### config.mk
export PLATFORM = sky130hd
export DESIGN_NAME = array_ram
export DESIGN_NICKNAME = d
export VERILOG_FILES = /design/src/rtl/array_ram_pkg.sv /design/src/rtl/array_ram_core_sp.sv /design/src/rtl/array_ram.sv
export SDC_FILE = /design/constraint.sdc
export NUM_CORES = 2
export LEC_CHECK = 0
export ABC_AREA = 1
export CAP_MARGIN = 20
export CORE_MARGIN = 5
export CORE_UTILIZATION = 57
export CTS_CLUSTER_SIZE = 25
export DETAILED_ROUTE_END_ITERATION = 16
export PLACE_DENSITY = 0.76
export SETUP_SLACK_MARGIN = 0.02
export SKIP_LAST_GASP = 1
export SYNTH_ARGS = -nofsm -noshare
export SYNTH_HDL_FRONTEND = slang
export SYNTH_SLANG_ARGS = --single-unit
### constraint.sdc
create_clock -name i_clk -period 3 [get_ports i_clk]
set_clock_uncertainty 0.1 [all_clocks]
set_input_delay 0.75 -clock i_clk [delete_from_list [all_inputs] [get_ports i_clk]]
set_output_delay 0.75 -clock i_clk [all_outputs]
set_load 0.02 [all_outputs]
### src/rtl/array_ram_pkg.sv
// array_ram_pkg: shared definitions for the array_ram slice.
//   - default address/data widths (tied to the codebase addrN / intN)
//   - handshake FSM state encoding and its enum type
//   - flattened width of an `Array` port bundle (addr+we+di+do+valid+ready)
// Optional feature macro: ARRAY_CLEAR_EN (adds the CLEAR state).
package array_ram_pkg;

  localparam int unsigned ARRAY_ADDR_N = 8;  // addrN
  localparam int unsigned ARRAY_DATA_N = 8;  // intN

  localparam int unsigned STATE_IDLE  = 0;
  localparam int unsigned STATE_RESP  = 1;
  localparam int unsigned STATE_CLEAR = 2;

  typedef enum logic [1:0] {
    ST_IDLE  = 2'(STATE_IDLE),
    ST_RESP  = 2'(STATE_RESP),
    ST_CLEAR = 2'(STATE_CLEAR)
  } array_state_e;

  localparam int unsigned ARRAY_PORT_W =
    ARRAY_ADDR_N + 1 + ARRAY_DATA_N + ARRAY_DATA_N + 1 + 1;

endpackage

### src/rtl/array_ram_core_sp.sv
// ram_core_sp: plain synchronous single-port memory, write-first.
// Ports:
//   i_clk   clock (rising edge)
//   i_en    access enable; nothing changes when low
//   i_we    1 = write, 0 = read
//   i_addr  word address; addresses >= DEPTH are outside the array
//   i_di    write data
//   o_do    registered response (write data on writes, stored word on reads)
// Out-of-range writes are dropped but still echo i_di; out-of-range reads give 0.
module ram_core_sp #(
  parameter int unsigned ADDR_N = 8,
  parameter int unsigned DATA_N = 8,
  parameter int unsigned DEPTH  = 2 ** ADDR_N
) (
  input  logic              i_clk,
  input  logic              i_en,
  input  logic              i_we,
  input  logic [ADDR_N-1:0] i_addr,
  input  logic [DATA_N-1:0] i_di,
  output logic [DATA_N-1:0] o_do
);

  logic [DATA_N-1:0] r_mem [DEPTH];
  logic [DATA_N-1:0] r_do;
  logic              w_in_range;

  assign w_in_range = ({1'b0, i_addr} < (ADDR_N + 1)'(DEPTH));

  always_ff @(posedge i_clk) begin
    if (i_en) begin
      if (i_we) begin
        if (w_in_range) begin
          r_mem[i_addr] <= i_di;
        end
        r_do <= i_di;
      end else begin
        r_do <= w_in_range ? r_mem[i_addr] : '0;
      end
    end
  end

  assign o_do = r_do;

endmodule

### src/rtl/array_ram.sv
// array_ram: single-port RAM behind a valid/ready request handshake, backing
// `Array`-typed ports of generated compute kernels.
// Ports:
//   i_clk    system clock (rising edge)
//   i_nrst   synchronous active-low reset
//   i_addr   request word address
//   i_we     1 = write, 0 = read
//   i_di     write data (ignored on reads)
//   i_valid  request strobe, held until o_ready is seen
//   o_do     registered response data
//   o_ready  one-cycle pulse in the cycle after acceptance
// Optional feature macro: ARRAY_CLEAR_EN -- after reset the memory is zeroed
// one word per cycle before any request is accepted.
module array_ram
  import array_ram_pkg::*;
#(
  parameter int unsigned ADDR_N = ARRAY_ADDR_N,
  parameter int unsigned DATA_N = ARRAY_DATA_N,
  parameter int unsigned DEPTH  = 2 ** ADDR_N
) (
  input  logic              i_clk,
  input  logic              i_nrst,
  input  logic [ADDR_N-1:0] i_addr,
  input  logic              i_we,
  input  logic [DATA_N-1:0] i_di,
  input  logic              i_valid,
  output logic [DATA_N-1:0] o_do,
  output logic              o_ready
);

  array_state_e      r_state;
  array_state_e      w_state_nxt;
  logic              r_do_zero;
  logic              w_accept;
  logic              w_ready;
  logic              w_core_en;
  logic              w_core_we;
  logic [ADDR_N-1:0] w_core_addr;
  logic [DATA_N-1:0] w_core_di;
  logic [DATA_N-1:0] w_core_do;

`ifdef ARRAY_CLEAR_EN
  localparam array_state_e     RESET_STATE = ST_CLEAR;
  localparam logic [ADDR_N-1:0] CLR_LAST   = ADDR_N'(DEPTH - 1);
  logic [ADDR_N-1:0] r_clr_addr;

  always_ff @(posedge i_clk) begin
    if (!i_nrst || (r_state != ST_CLEAR)) begin
      r_clr_addr <= '0;
    end else begin
      r_clr_addr <= r_clr_addr + 1'b1;
    end
  end
`else
  localparam array_state_e RESET_STATE = ST_IDLE;
`endif

  // The core's output register has no reset; the response is forced to zero
  // from reset until the first accepted request reloads the core register.
  always_ff @(posedge i_clk) begin
    if (!i_nrst) begin
      r_state   <= RESET_STATE;
      r_do_zero <= 1'b1;
    end else begin
      r_state <= w_state_nxt;
      if (w_accept) begin
        r_do_zero <= 1'b0;
      end
    end
  end

  always_comb begin
    w_state_nxt = r_state;
    w_accept    = 1'b0;
    w_ready     = 1'b0;
    w_core_en   = 1'b0;
    w_core_we   = i_we;
    w_core_addr = i_addr;
    w_core_di   = i_di;
    case (r_state)
      ST_IDLE: begin
        if (i_valid) begin
          w_accept    = 1'b1;
          w_core_en   = 1'b1;
          w_state_nxt = ST_RESP;
        end
      end
      ST_RESP: begin
        w_ready     = 1'b1;
        w_state_nxt = ST_IDLE;
      end
`ifdef ARRAY_CLEAR_EN
      ST_CLEAR: begin
        w_core_en   = 1'b1;
        w_core_we   = 1'b1;
        w_core_addr = r_clr_addr;
        w_core_di   = '0;
        if (r_clr_addr == CLR_LAST) begin
          w_state_nxt = ST_IDLE;
        end
      end
`endif
      default: begin
        w_state_nxt = ST_IDLE;
      end
    endcase
  end

  ram_core_sp #(
    .ADDR_N (ADDR_N),
    .DATA_N (DATA_N),
    .DEPTH  (DEPTH)
  ) u_core (
    .i_clk  (i_clk),
    .i_en   (w_core_en & i_nrst),
    .i_we   (w_core_we),
    .i_addr (w_core_addr),
    .i_di   (w_core_di),
    .o_do   (w_core_do)
  );

  assign o_ready = w_ready;
  assign o_do    = r_do_zero ? '0 : w_core_do;

endmodule

### After elaboration in Yosys (flattened, before gate mapping)

Memory sizes are Yosys's and may differ from the RTL's. A register that Yosys moved wholly into a read port is not among the register bits.
Index checks and enable logic that the tools add are counted.

| operators by class | value |
|---|---|
| multiplexer cells | 7 |
| bitwise gates (word level) | 1 |
| reductions and logical operators | 2 |

Operators by type and width:

| kind | count |
|---|---|
| 8-bit two-way mux | 1 |
| 1-bit two-way mux | 6 |
| 2-bit logical NOT | 1 |
| 2-bit AND reduction | 1 |
| 1-bit bitwise AND | 1 |

| storage, ports and cells | value |
|---|---|
| bits in registers | 2 |
| RAM bits | 2048 |
| input port bits | 20 |
| output and inout bits | 9 |
| logic and storage cells | 13 |
| memories | 1 |

Memory list:

| memory | depth | bits a word | rd ports | clocked after memory_dff | write ports | line | text |
|---|---|---|---|---|---|---|---|
| u_core.r_mem | 256 | 8 | 1 | 1 | 1 | array_ram_core_sp.sv:23 | `logic [DATA_N-1:0] r_mem [DEPTH];` |

### Longest topological paths before layout

| depth | value |
|---|---|
| depth after elaboration | 5 |
| mapped depth | 18 |

### By module

A second synthesis with hierarchy kept.

| second synthesis, totals | value |
|---|---|
| cell total of the unflattened synthesis | 7825 |
| area total of the unflattened synthesis | 84447.2 µm² |

Modules (own cells, without submodules):

| module | instances | cells each | area each (µm²) | sequential area each (µm²) |
|---|---|---|---|---|
| ram_core_sp | 1 | 7799 | 84307.1 | 61739.2 |
| array_ram | 1 | 26 | 140.1 | 40.0 |

### Worst setup path before layout

Ideal clock, no wire load.

| path | value |
|---|---|
| kind | input port to flip-flop |
| from | in i_valid |
| to | mem u_core.r_mem[220][0] (enable) |
| library setup time | 0.370 ns |
| data arrival time | 2.527 ns |
| path slack | 0.003 ns |
| cell stages on the path | 10 |
| cell sequence | inv_1 nor2_1 nand2_1 inv_1 nand2_1 clkbuf_1 nor3_1 nand2_1 clkbuf_1 nor2_1 |

| on the way | value |
|---|---|
| word-level cells in the longest chain between the ends | 5 |

Ends and longest elaborated chain:

| element | line | text |
|---|---|---|
| start, declared | array_ram.sv:26 | `input logic i_valid,` |
| 1-bit two-way mux | array_ram.sv:82 | `if (i_valid) begin` |
| 1-bit two-way mux | array_ram.sv:80 | `case (r_state)` |
| 1-bit bitwise AND | array_ram.sv:115 | `.i_en (w_core_en & i_nrst),` |
| via u_core.i_en | array_ram_core_sp.sv:16 | `input logic i_en,` |
| 1-bit two-way mux | array_ram_core_sp.sv:30 | `if (i_en) begin` |
| 1-bit two-way mux (not written as such) | array_ram_core_sp.sv:33 | `r_mem[i_addr] <= i_di;` |
| end, declared | array_ram_core_sp.sv:23 |  |

The timed path passes the listed nets, and every way through them passes these cells.

### Worst setup path in the final report

| path | value |
|---|---|
| from | reg u_core.r_do[1] (netlist: u_core.o_do[1]) (read register of u_core.r_mem) |
| to | out o_do[1] |

| on the way | value |
|---|---|
| word-level cells in the longest chain between the ends | 1 |

Ends and longest elaborated chain:

| element | line | text |
|---|---|---|
| start, declared | array_ram_core_sp.sv:24 | `logic [DATA_N-1:0] r_do;` |
| 8-bit two-way mux | array_ram.sv:123 | `assign o_do = r_do_zero ? '0 : w_core_do;` |
| end, declared | array_ram.sv:27 | `output logic [DATA_N-1:0] o_do,` |

Every way passes these cells.

==> impl_metrics.env <==
export IMPL_finalPower_w=0.05937
export IMPL_p_leak_nw=38.29
export IMPL_place_gp_congestion=0.9597
export IMPL_min_period_ns=2.979
export IMPL_slew_violations=0
export IMPL_grt_pass1_wl_um=347700
export IMPL_ys_seq_area_share_pct=74.07
export IMPL_end_kind="output pin"
export IMPL_syn_inst=7512
export IMPL_grt_usage_pct=30.33
export IMPL_layout_commonest_cell="nand2_1"
export IMPL_post_dp_hpwl_um=146900
export IMPL_status="completed"
export IMPL_startpoint_type="flop"
export IMPL_fin_util_pct=67.26
export IMPL_floorplan_initialDensity_pct=57.30
export IMPL_worstPathRequired_ns=2.15
export IMPL_drt_iter0_markers=8882
export IMPL_synth_seq_cells=2058
export IMPL_power_density_nw_per_um2=606.3
export IMPL_worst_slack_ns=0.02068
export IMPL_cts_sinks=2058
export IMPL_cp_top_family="buffers and inverters"
export IMPL_setup_viol=0
export IMPL_hold_path_class="input port to flop"
export IMPL_ios=29
export IMPL_cts_tree="done"
export IMPL_synth_async_reset_ratio_pct=0
export IMPL_grt_pass1_vias=57480
export IMPL_arrival_ns=2.13
export IMPL_grt_max_degree=148
export IMPL_cpPeakStageDelay_ns=0.62
export IMPL_cts_buffer_depth=3
export IMPL_drt_antenna_violating_nets=0
export IMPL_numPortBuffers=28
export IMPL_path_max_fanout=1
export IMPL_multiInputGateArea_um2=19760
export IMPL_hold_worst_slack_ns=0.1134
export IMPL_ff_latch_area_um2=61780
export IMPL_yosysWarningCount=0
export IMPL_rsz0062_at_grt="false"
export IMPL_post_cts_buffers=0
export IMPL_ir_worst_vdd_v=0.0008093
export IMPL_fmax_mhz=335.6
export IMPL_drive_gt1_share_pct=12.94
export IMPL_die_area_um2=154100
export IMPL_netlist_area_um2=83410
export IMPL_syn_avg_cell_area_um2=11.10
export IMPL_ys_flop_type="edfxtp_1"
export IMPL_path_cells="inv_1 -> nor2_1 -> clkdlybuf4s50_1"
export IMPL_cts_buffers=194
export IMPL_drc=0
export IMPL_most_common_layout_cells="3925 x nand2_1, 2056 x edfxtp_1, 625 x buf_4, 586 x nor2_1, 195 x clkbuf_16"
export IMPL_slew_headroom_pct=39.48
export IMPL_worstMarginPinSlew_ns=0.9079
export IMPL_synth_enable_flop_cells=2056
export IMPL_core_area_um2=145600
export IMPL_syn_nets=7532
export IMPL_die_w_um=392.5
export IMPL_fin_crit_sh_pct=99.31
export IMPL_h_tree_depth=4
export IMPL_cp_slowest_cell="clkdlybuf4s50_1"
export IMPL_overflow=0
export IMPL_vias_per_cell=5.818
export IMPL_fin_nets=8121
export IMPL_chipHeight_um=392.5
export IMPL_criticalPathCategory="flop to output pin"
export IMPL_clk_pin_slew_ns=0.06
export IMPL_pre_cts_ws_ns=-0.6299
export IMPL_clock_latency_ns=0.85
export IMPL_core_rowCount=140
export IMPL_wl_per_cell_um=23.02
export IMPL_root_buffer="clkbuf_16"
export IMPL_num_vias=59187
export IMPL_fillers=9744
export IMPL_timing_final_hold_violations=0
export IMPL_maxCapViolCount=0
export IMPL_hold_buffers=0
export IMPL_setup_tns_final_ns=0
export IMPL_cts_resized=1
export IMPL_totalWireLength_um=234200
export IMPL_syn2layout_area_growth_pct=17.38
export IMPL_firstDrtPassIters=6
export IMPL_ys_types=23
export IMPL_antenna_found_initial=9
export IMPL_cp_buffers_inverters=2
[logic make-up after synthesis]
group	synth area share, %
AOI/OAI and AO/OA	1.506
buffers and inverters	2.318
DFF	74.07
and+or+nand+nor	22.11
[cells in the mapped netlist, types with 2 or more instances]
cell | n | area [µm²]
a21oi_1 | 111 | 555.5
a22oi_1 | 10 | 75.07
buf_1 | 41 | 153.9
buf_2 | 247 | 1236
buf_4 | 3 | 22.52
buf_6 | 2 | 22.52
clkbuf_1 | 99 | 371.6
clkinv_1 | 2 | 7.510
dfxtp_1 | 2 | 40.04
edfxtp_1 | 2056 | 61740
inv_1 | 29 | 108.9
nand2_1 | 3941 | 14790
nand3_1 | 130 | 650.6
nand4_1 | 118 | 738.2
nor2_1 | 588 | 2207
nor2_4 | 2 | 22.52
nor3_2 | 2 | 20.02
o21ai_0 | 84 | 420.4
o21ai_1 | 41 | 205.2
[sequential cells by signal, summed over array words and instances (netlist names)]
| register | flops |
|---|---|
| r_do_zero | 1 |
| r_state | 1 |
| u_core.o_do | 8 |
| u_core.r_mem | 2048 |
[power breakdown]
part	internal, W	switching [W]
Combinational	0.00115	0.00274
Clock	0.0133	0.0106
Sequential	0.0316	0.00000936
Total	0.0460	0.0133
[routing by layer]
| layer | up-vias | track usage [%] | routed length [µm] |
|---|---|---|---|
| li1 | 26275 | - | - |
| met1 | 28149 | 40.33 | 83790 |
| met2 | 4029 | 47.18 | 107500 |
| met3 | 714 | 7.742 | 30500 |
| met4 | 20 | 14.76 | 12340 |
| met5 | - | 0.5104 | 139 |
[worst paths after layout]
path                                                     start                              to  slack, ns  depth (start not counted)
worst max-delay path                  u_core.o_do[1]$_DFFE_PP_                         o_do[1]       0.02                          3
worst min-delay path                                   i_di[1]  u_core.r_mem[122][1]$_DFFE_PP_       0.11                          1
worst max register to register  u_core.r_mem[145][2]$_DFFE_PP_        u_core.o_do[2]$_DFFE_PP_       0.51                         12
worst min register to register         r_state[0]$_SDFFE_PN0P_          r_do_zero$_SDFFE_PN1P_       0.43                          2
[per-stage QoR]
stage / cell area (µm²) / std cells
2_1_floorplan: 83410 / 7512
3_3_place_gp: 91750 / 9822
3_5_place_dp: 91750 / 9822
4_1_cts: 97890 / 10170
5_1_grt: 97900 / 10170
6_report: 97910 / 10173
[layout make-up]
class,instances,area share [%]
Inverter,33,0.1636
Sequential cell,2058,63.10
Clock inverter,117,1.151
Multi-Input combinational cell,5029,20.18
Clock buffer,231,5.122
Timing Repair Buffer,785,7.828
Tap cell,1917,2.450
Antenna cell,3,0.007667
(Power assumes the default switching activity.)
